--- src/rtl/uart_tx_buffered.sv ---
// Buffered 8N1 UART transmitter: a circular byte FIFO feeds a START/DATA/STOP
// serialiser that sends frames back-to-back, LSB first, CLK_DIV clocks per bit.
module uart_tx_buffered #(
  parameter int CLK_DIV    = 217,
  parameter int FIFO_DEPTH = 8
) (
  input  logic                          clk,
  input  logic                          rst_n,
  input  logic [7:0]                    tx_data,
  input  logic                          tx_valid,
  output logic                          tx_ready,
  output logic                          txd,
  output logic                          busy,
  output logic [$clog2(FIFO_DEPTH):0]   level
);

  localparam int PW = $clog2(FIFO_DEPTH);
  localparam int BW = $clog2(CLK_DIV + 1);
  localparam logic [BW-1:0] BAUD_RELOAD = BW'(CLK_DIV - 1);
  localparam logic [PW:0]   LEVEL_FULL  = (PW + 1)'(FIFO_DEPTH);

  typedef enum logic [1:0] {IDLE, START, DATA, STOP} state_t;

  state_t          state;
  logic [7:0]      mem [FIFO_DEPTH];
  logic [PW-1:0]   wr_ptr;
  logic [PW-1:0]   rd_ptr;
  logic [7:0]      shift;
  logic [2:0]      bitcnt;
  logic [BW-1:0]   baud_cnt;
  logic            baud_done;
  logic            push;
  logic            pop;

  // Handshake: a byte is taken when tx_valid && tx_ready at a rising clk edge;
  // tx_data matters only on that edge. tx_ready depends on registers only, so a
  // pop in the same cycle as a full FIFO never lets a write through.
  assign tx_ready  = (level != LEVEL_FULL);
  assign push      = tx_valid && tx_ready;
  assign baud_done = (baud_cnt == '0);
  assign pop       = (level != '0) && ((state == IDLE) || ((state == STOP) && baud_done));
  assign busy      = (state != IDLE) || (level != '0);

  always_ff @(posedge clk) begin
    if (push) mem[wr_ptr] <= tx_data;
  end

  // Pointers wrap naturally because FIFO_DEPTH is a power of two.
  always_ff @(posedge clk or negedge rst_n) begin
    if (!rst_n) begin
      wr_ptr <= '0;
      rd_ptr <= '0;
      level  <= '0;
    end else begin
      if (push) wr_ptr <= wr_ptr + 1'b1;
      if (pop)  rd_ptr <= rd_ptr + 1'b1;
      case ({push, pop})
        2'b10:   level <= level + 1'b1;
        2'b01:   level <= level - 1'b1;
        default: level <= level;
      endcase
    end
  end

  always_ff @(posedge clk or negedge rst_n) begin
    if (!rst_n) begin
      state    <= IDLE;
      txd      <= 1'b1;
      shift    <= '0;
      bitcnt   <= '0;
      baud_cnt <= '0;
    end else begin
      case (state)
        IDLE: begin
          txd <= 1'b1;
          if (pop) begin
            shift    <= mem[rd_ptr];
            txd      <= 1'b0;
            baud_cnt <= BAUD_RELOAD;
            state    <= START;
          end
        end
        START: begin
          if (baud_done) begin
            txd      <= shift[0];
            shift    <= {1'b0, shift[7:1]};
            bitcnt   <= '0;
            baud_cnt <= BAUD_RELOAD;
            state    <= DATA;
          end else begin
            baud_cnt <= baud_cnt - 1'b1;
          end
        end
        DATA: begin
          if (baud_done) begin
            baud_cnt <= BAUD_RELOAD;
            if (bitcnt == 3'd7) begin
              txd   <= 1'b1;
              state <= STOP;
            end else begin
              txd    <= shift[0];
              shift  <= {1'b0, shift[7:1]};
              bitcnt <= bitcnt + 1'b1;
            end
          end else begin
            baud_cnt <= baud_cnt - 1'b1;
          end
        end
        STOP: begin
          // Chaining straight into the next start bit keeps frames gap-free.
          if (baud_done) begin
            if (pop) begin
              shift    <= mem[rd_ptr];
              txd      <= 1'b0;
              baud_cnt <= BAUD_RELOAD;
              state    <= START;
            end else begin
              state <= IDLE;
            end
          end else begin
            baud_cnt <= baud_cnt - 1'b1;
          end
        end
        default: begin
          txd   <= 1'b1;
          state <= IDLE;
        end
      endcase
    end
  end

endmodule

--- config.mk ---
export PLATFORM = sky130hd
export DESIGN_NAME = uart_tx_buffered
export DESIGN_NICKNAME = d
export VERILOG_FILES = /design/src/rtl/uart_tx_buffered.sv
export SDC_FILE = /design/constraint.sdc
export NUM_CORES = 1
export LEC_CHECK = 0
export CAP_MARGIN = 30
export CORE_ASPECT_RATIO = 0.5
export CORE_UTILIZATION = 45
export CTS_BUF_LIST = sky130_fd_sc_hd__clkbuf_16
export DETAILED_ROUTE_END_ITERATION = 8
export SYNTH_ARGS = -nofsm -noshare
export SYNTH_HDL_FRONTEND = slang
export SYNTH_SLANG_ARGS = --single-unit
--- constraint.sdc ---
create_clock -name clk -period 4.97 [get_ports clk]
set_clock_uncertainty 0.1 [all_clocks]
set_input_delay 0.7455 -clock clk [delete_from_list [all_inputs] [get_ports clk]]
set_output_delay 0.7455 -clock clk [all_outputs]
set_load 0.03 [all_outputs]
# Yosys cells after proc, flatten, opt, wreduce, memory -nomap -nowiden
# Memory sizes are Yosys's and may differ from the RTL's.
# Cells that the tools add are included.
[word_totals]
regBits = 32
ramBits = 64
input_bits = 11
output_inout_bits = 7
wordCells = 76
memories = 1
[op_classes]
addsub = 6
n_eq_ne = 14
mux = 31
n_reduce_logical = 16
[mem_list]
columns = ["name", "depth", "width", "rd", "rd_ports_with_merged_regs", "wr", "line_no", "rtl"]
rows = [
  ["mem", 8, 8, 1, 0, 1, "25", "logic [7:0] mem [FIFO_DEPTH];"],
]
[ops]
columns = ["op", "n"]
rows = [
  ["$mux 8", 8],
  ["$pmux 8 s4", 1],
  ["$pmux 8 s3", 1],
  ["$ne 2x2->1 const B", 7],
  ["$reduce_and 4->1", 3],
  ["$mux 2", 5],
  ["$add 3x1->3 const B", 3],
  ["$mux 1", 9],
  ["$mux 3", 3],
  ["$logic_not 8->1", 1],
  ["$pmux 2 s4", 1],
  ["$pmux 4 s2", 1],
  ["$sub 8x1->8 const B", 1],
  ["$eq 2x2->1 const B", 3],
  ["$pmux 3 s2", 1],
  ["$reduce_bool 2->1", 3],
  ["$reduce_and 5->1", 1],
  ["$add 4x1->4 const B", 1],
  ["$eq 2x1->1 const B", 2],
  ["$ne 4x4->1 const B", 1],
  ["$pmux 1 s4", 1],
  ["$reduce_bool 4->1", 1],
  ["$sub 4x1->4 const B", 1],
  ["$eq 3x3->1 const B", 1],
  ["other kinds (4)", 7],
]

# Longest topological paths before layout
[depth]
ltp_word = 7
mapped_depth = 15
mapped_depth_nobuf = 13

# Worst setup path before layout
# No wires, ideal clock.
[synth_path]
path_type = "reg-to-reg"
startpoint = "reg level[1]"
endpoint = "mem mem[2][0], enable pin"
setup_ps = 398
arrival_ps = 2418
required_ps = 4472
slack_ps = 2055
path_stages_with_launch = 6
path_buffers = 1
period_less_slack_ps = 2915
cell_sequence = "dfrtp_1 -> clkbuf_1 -> nor3_1 -> nand2_1 -> nand2_1 -> nor4b_1"
[synth_via]
elab_chain_len = 4
[synth_rtl]
columns = ["item", "line_no", "rtl"]
rows = [
  ["from (decl)", "14", "output logic [$clog2(FIFO_DEPTH):0] level"],
  ["from (signal assigned)", "58", "2'b10: level <= level + 1'b1;"],
  ["from (signal assigned)", "59", "2'b01: level <= level - 1'b1;"],
  ["from (signal assigned)", "60", "default: level <= level;"],
  ["$ne 4x4->1", "38", "assign tx_ready = (level != LEVEL_FULL);"],
  ["net tx_ready", "11", "output logic tx_ready,"],
  ["$logic_and 1x1->1", "39", "assign push = tx_valid && tx_ready;"],
  ["$mux 1", "45", "if (push) mem[wr_ptr] <= tx_data;"],
  ["$mux 1 (implied by the code)", "45", ""],
  ["to (decl)", "25", ""],
]
# The timed path passes the listed nets, and every way through them passes these cells.

# Worst setup path after layout
[layout_path]
startpoint = "reg baud_cnt[0]"
endpoint = "reg level[2]"
[layout_via]
elab_chain_len = 6
word_cells_on_any_way = 8
classes_between = "2 x eq/ne; 1 x mux; 5 x reduce/logical"
[layout_rtl]
columns = ["item", "line_no", "rtl"]
rows = [
  ["from (decl)", "30", "logic [BW-1:0] baud_cnt;"],
  ["from (signal assigned)", "91", "baud_cnt <= baud_cnt - 1'b1;"],
  ["from (signal assigned)", "106", "baud_cnt <= baud_cnt - 1'b1;"],
  ["from (signal assigned)", "121", "baud_cnt <= baud_cnt - 1'b1;"],
  ["$logic_not 8->1 (*)", "40", "assign baud_done = (baud_cnt == '0);"],
  ["$logic_and 1x1->1 (*)", "41", "assign pop = (level != '0) && ((state == IDLE) || ((state == STOP) && baud_done));"],
  ["$logic_or 1x1->1 (*)", "41", ""],
  ["$logic_and 1x1->1 (*)", "41", ""],
  ["$eq 2x1->1 / $eq 2x2->1 (equally long branches)", "57", "case ({push, pop})"],
  ["$pmux 4 s2 / $reduce_bool 2->1 (equally long branches)", "-", ""],
]
# Mark *: on every way between the ends. The rest lies on a longest branch, timed or not.
# A chain may end at the register's enable or synchronous reset.

==> results_dict.tcl <==
set metrics [dict create \
    status "finished, final reports clean" \
    synth_nets 341 \
    fin_crit_ns 3.74 \
    first_pass_iters 4 \
    drive_gt1_frac 0.168 \
    pre_cts_ws_ns 1.21 \
    cp.arrival_ns 3.86 \
    grt_pass1_vias 2670 \
    async_reset_ff_frac 0.333 \
    max_cap_violations 0 \
    ys_seq_elements 96 \
    worstSkewPairLatency_ns 0.35 \
    swShare 0.386 \
    fin_crit_sh 0.753 \
    worstSetupEndpointType "register" \
    cp-endpoint "level[2]$_DFFE_PN0P_" \
    p_switching_mw 1.30 \
    critPathKind "reg -> reg" \
    cp-startpoint "baud_cnt[0]$_DFF_PN0_" \
    fin_ws_ns 1.23 \
    timing.rr.start "baud_cnt[0]$_DFF_PN0_" \
    synth-edff-count 64 \
    first_iter_violations 169 \
    remaining_drc_errors 0 \
    grt_pass1_wl_mm 13.5 \
    cts_max_level 3 \
    cts_made_buffers 9 \
    path_clk_slew_ns 0.07 \
    reg2reg_depth 13 \
    internal_power_mw 2.07 \
    fp.coreArea_mm2 0.00954 \
    max-slew-margin-rel 0.430 \
    fin_nets 360 \
    yosys-top-cells-area "edfxtp_1 (43%), dfrtp_1 (17%), mux4_2 (8.1%)" \
    start_util 0.467 \
    path_cells "inv_1, ha_1, nor4b_2, a31oi_1, or2_0, clkinv_2, ha_1, xor2_1, ha_1, a21oi_1, xor2_1, nor2_1, xor2_1" \
    vias 2651 \
    rsz0062_at_grt "no" \
    synth_largest_area_cell "edfxtp_1" \
    die_h_um 72.3 \
    place_hpwl_mm 5.67 \
    cts-resized-gates 0 \
    die_w_um 143 \
    path_max_fanout 14 \
    syn_area_mm2 0.00445 \
    num_antenna_cells 0 \
    post_cts_buffers 0 \
    synth.lib_cells_used.distinct 57 \
    finalSetupViolCount 0 \
    ant_nets 0 \
    hold_class "reg -> reg" \
    postLayoutCellArea_mm2 0.00509 \
    clock-root-buffer "clkbuf_16" \
    avgSynthCellArea_um2 14.1 \
    grt_usage 0.181 \
    worst_pin_slew_ns 0.855 \
    slowest_delay_ns 0.69 \
    yosysWarnings 0 \
    grt_max_degree 33 \
    ys_seq_area_frac 0.612 \
    cp_slowest_cell "or2_0" \
    routedWlPerCell_um 17.5 \
    static-leakage-power_nw 1.86 \
    comb_power_share 0.416 \
    antenna_found_initial 0 \
    gr-total-overflow 0 \
    numPortBuffers 17 \
    synth_top_cell_area_share 0.432 \
    die_area_mm2 0.0103 \
    routed_wl_mm 8.31 \
    report.final.slew_viol_count 0 \
    cts_tree "built" \
    nFillCells 803 \
    seqPwrFrac 0.389 \
    hold_viol_final 0 \
    critPathRequiredTime_ns 5.09 \
    areaGrowthSynthToFinish_pct 14.4 \
    via_per_inst 5.58 \
    power_frac_clock 0.195 \
    setup_tns_ns 0 \
    fmax_ghz 0.267 \
    powerDensity_mw_per_mm2 663 \
    io_pins 18 \
    start_kind "register" \
    reg2reg_slack_ns 1.23 \
    gp_routability_congestion 0.882 \
    r2r-end "level[2]$_DFFE_PN0P_" \
    ctsHoldBuffers 0 \
    cts_sinks 96 \
    rows 25 \
    synthFlopType "edfxtp_1" \
    max-vdd-ir-drop_mv 0.224 \
    cts_buffer_depth 2 \
    syn_inst 316 \
    place_area_mm2 0.00481 \
]
-- layer usage --
metal	vias up	global-route usage	share of wire
met4	0	0.0812	0.014
met1	1322	0.226	0.45
met3	11	0.0462	0.044
li1	1258	-	-
met2	60	0.302	0.50
met5	-	0	0
-- sequential cells by signal, summed over array words and instances, names as in the netlist --
register,count
state,2
bitcnt,3
rd_ptr,3
baud_cnt,8
txd,1
mem,64
shift,8
wr_ptr,3
level,4
-- cell type report --
type,instances,area (um2),share of cell area
Tap cell,135,169,0.0332
Timing Repair Buffer,23,235,0.0462
Inverter,7,27.5,0.00540
Sequential cell,96,2720,0.535
Clock buffer,9,225,0.0442
Clock inverter,7,61.3,0.0120
Multi-Input combinational cell,198,1650,0.324
-- placed cells by master, fill, tap and decap left out, types with 3 or more instances in the layout --
| cell | count |
|---|---|
| inv_1 | 6 |
| nand2_1 | 19 |
| and3_1 | 5 |
| nor3b_1 | 3 |
| edfxtp_1 | 64 |
| nand3_1 | 6 |
| o21ai_0 | 13 |
| nor3_2 | 6 |
| clkdlybuf4s50_1 | 17 |
| mux4_2 | 16 |
| nor2_1 | 23 |
| nor4_1 | 3 |
| xnor2_1 | 6 |
| o22ai_1 | 4 |
| nor4b_2 | 3 |
| a22o_1 | 4 |
| xor2_1 | 4 |
| a21oi_1 | 9 |
| o2bb2ai_1 | 5 |
| mux2_2 | 3 |
| nor3_1 | 6 |
| buf_4 | 5 |
| ha_1 | 14 |
| clkbuf_16 | 9 |
| a31oi_1 | 3 |
| o22a_1 | 3 |
| mux2i_1 | 8 |
| dfrtp_1 | 31 |
-- cells by family after synthesis --
logic type / after synthesis / share of synthesized area
and+or+nand+nor: 90 / 0.112
DFF: 96 / 0.612
muxes: 27 / 0.106
adders and majority gates: 14 / 0.0393
AOI/OAI and AO/OA: 57 / 0.0874
buffers and inverters: 22 / 0.0236
xor gates and xnor gates: 10 / 0.0197
-- synth_stat cells (3+ instances only) --
library cell	n
nor3_1	7
nor2_1	23
o21ai_0	13
xor2_1	4
nand3_1	6
edfxtp_1	64
a31oi_1	3
ha_1	14
nor4_1	3
inv_1	6
o2bb2ai_1	5
clkbuf_1	6
mux4_2	16
dfrtp_1	31
mux2i_1	8
o22ai_1	4
mux2_2	3
and3_1	5
o22a_1	3
buf_2	5
xnor2_1	6
a22o_1	4
nor3_2	5
nand2_1	19
a21oi_1	9
nor3b_1	5
-- per-stage QoR --
step                      utilization  power (mW)  instances  hold WS [ns]
after CTS                       0.534        3.41        475         0.385
after floorplan                     -        2.37        316         0.350
after global placement          0.501        2.67        458         0.359
after detailed placement        0.504        2.74        459         0.375
final                           0.534        3.38        475         0.376
after global routing            0.534        3.62        475         0.415
-- worst max-delay path, delay by kind of cell (launching register included) --
family / cells / cell delay [ns]
flip-flops: 1 / 0.45
AND/OR/NAND/NOR: 3 / 0.93
AO/OA/AOI/OAI: 2 / 0.41
XOR/XNOR: 3 / 0.47
buffers and inverters: 2 / 0.48
adder cells (fa/ha/maj): 3 / 0.76
-- power by group through the flow --
| stage | Clock, mW | Combinational [mW] | Sequential [mW] |
|---|---|---|---|
| 6_report | 0.658 | 1.40 | 1.31 |
| 5_1_grt | 0.705 | 1.57 | 1.35 |
| 4_1_cts | 0.677 | 1.42 | 1.32 |
| 3_5_place_dp | 0 | 1.41 | 1.33 |
| 3_3_place_gp | 0 | 1.33 | 1.33 |
| 2_1_floorplan | 0 | 1.12 | 1.24 |
-- worst min-delay path by stage --
stage / from / end / slack (ns) / depth (start not counted)
after floorplan: rst_n / baud_cnt[0]$_DFF_PN0_ / 0.35 / 0
after global placement: txd$_DFFE_PN1P_ / txd$_DFFE_PN1P_ / 0.36 / 2
after detailed placement: txd$_DFFE_PN1P_ / txd$_DFFE_PN1P_ / 0.37 / 2
after CTS: txd$_DFFE_PN1P_ / txd$_DFFE_PN1P_ / 0.39 / 2
after global routing: txd$_DFFE_PN1P_ / txd$_DFFE_PN1P_ / 0.42 / 2
final: txd$_DFFE_PN1P_ / txd$_DFFE_PN1P_ / 0.38 / 2
Note: power is estimated with default switching activity, not from simulation.
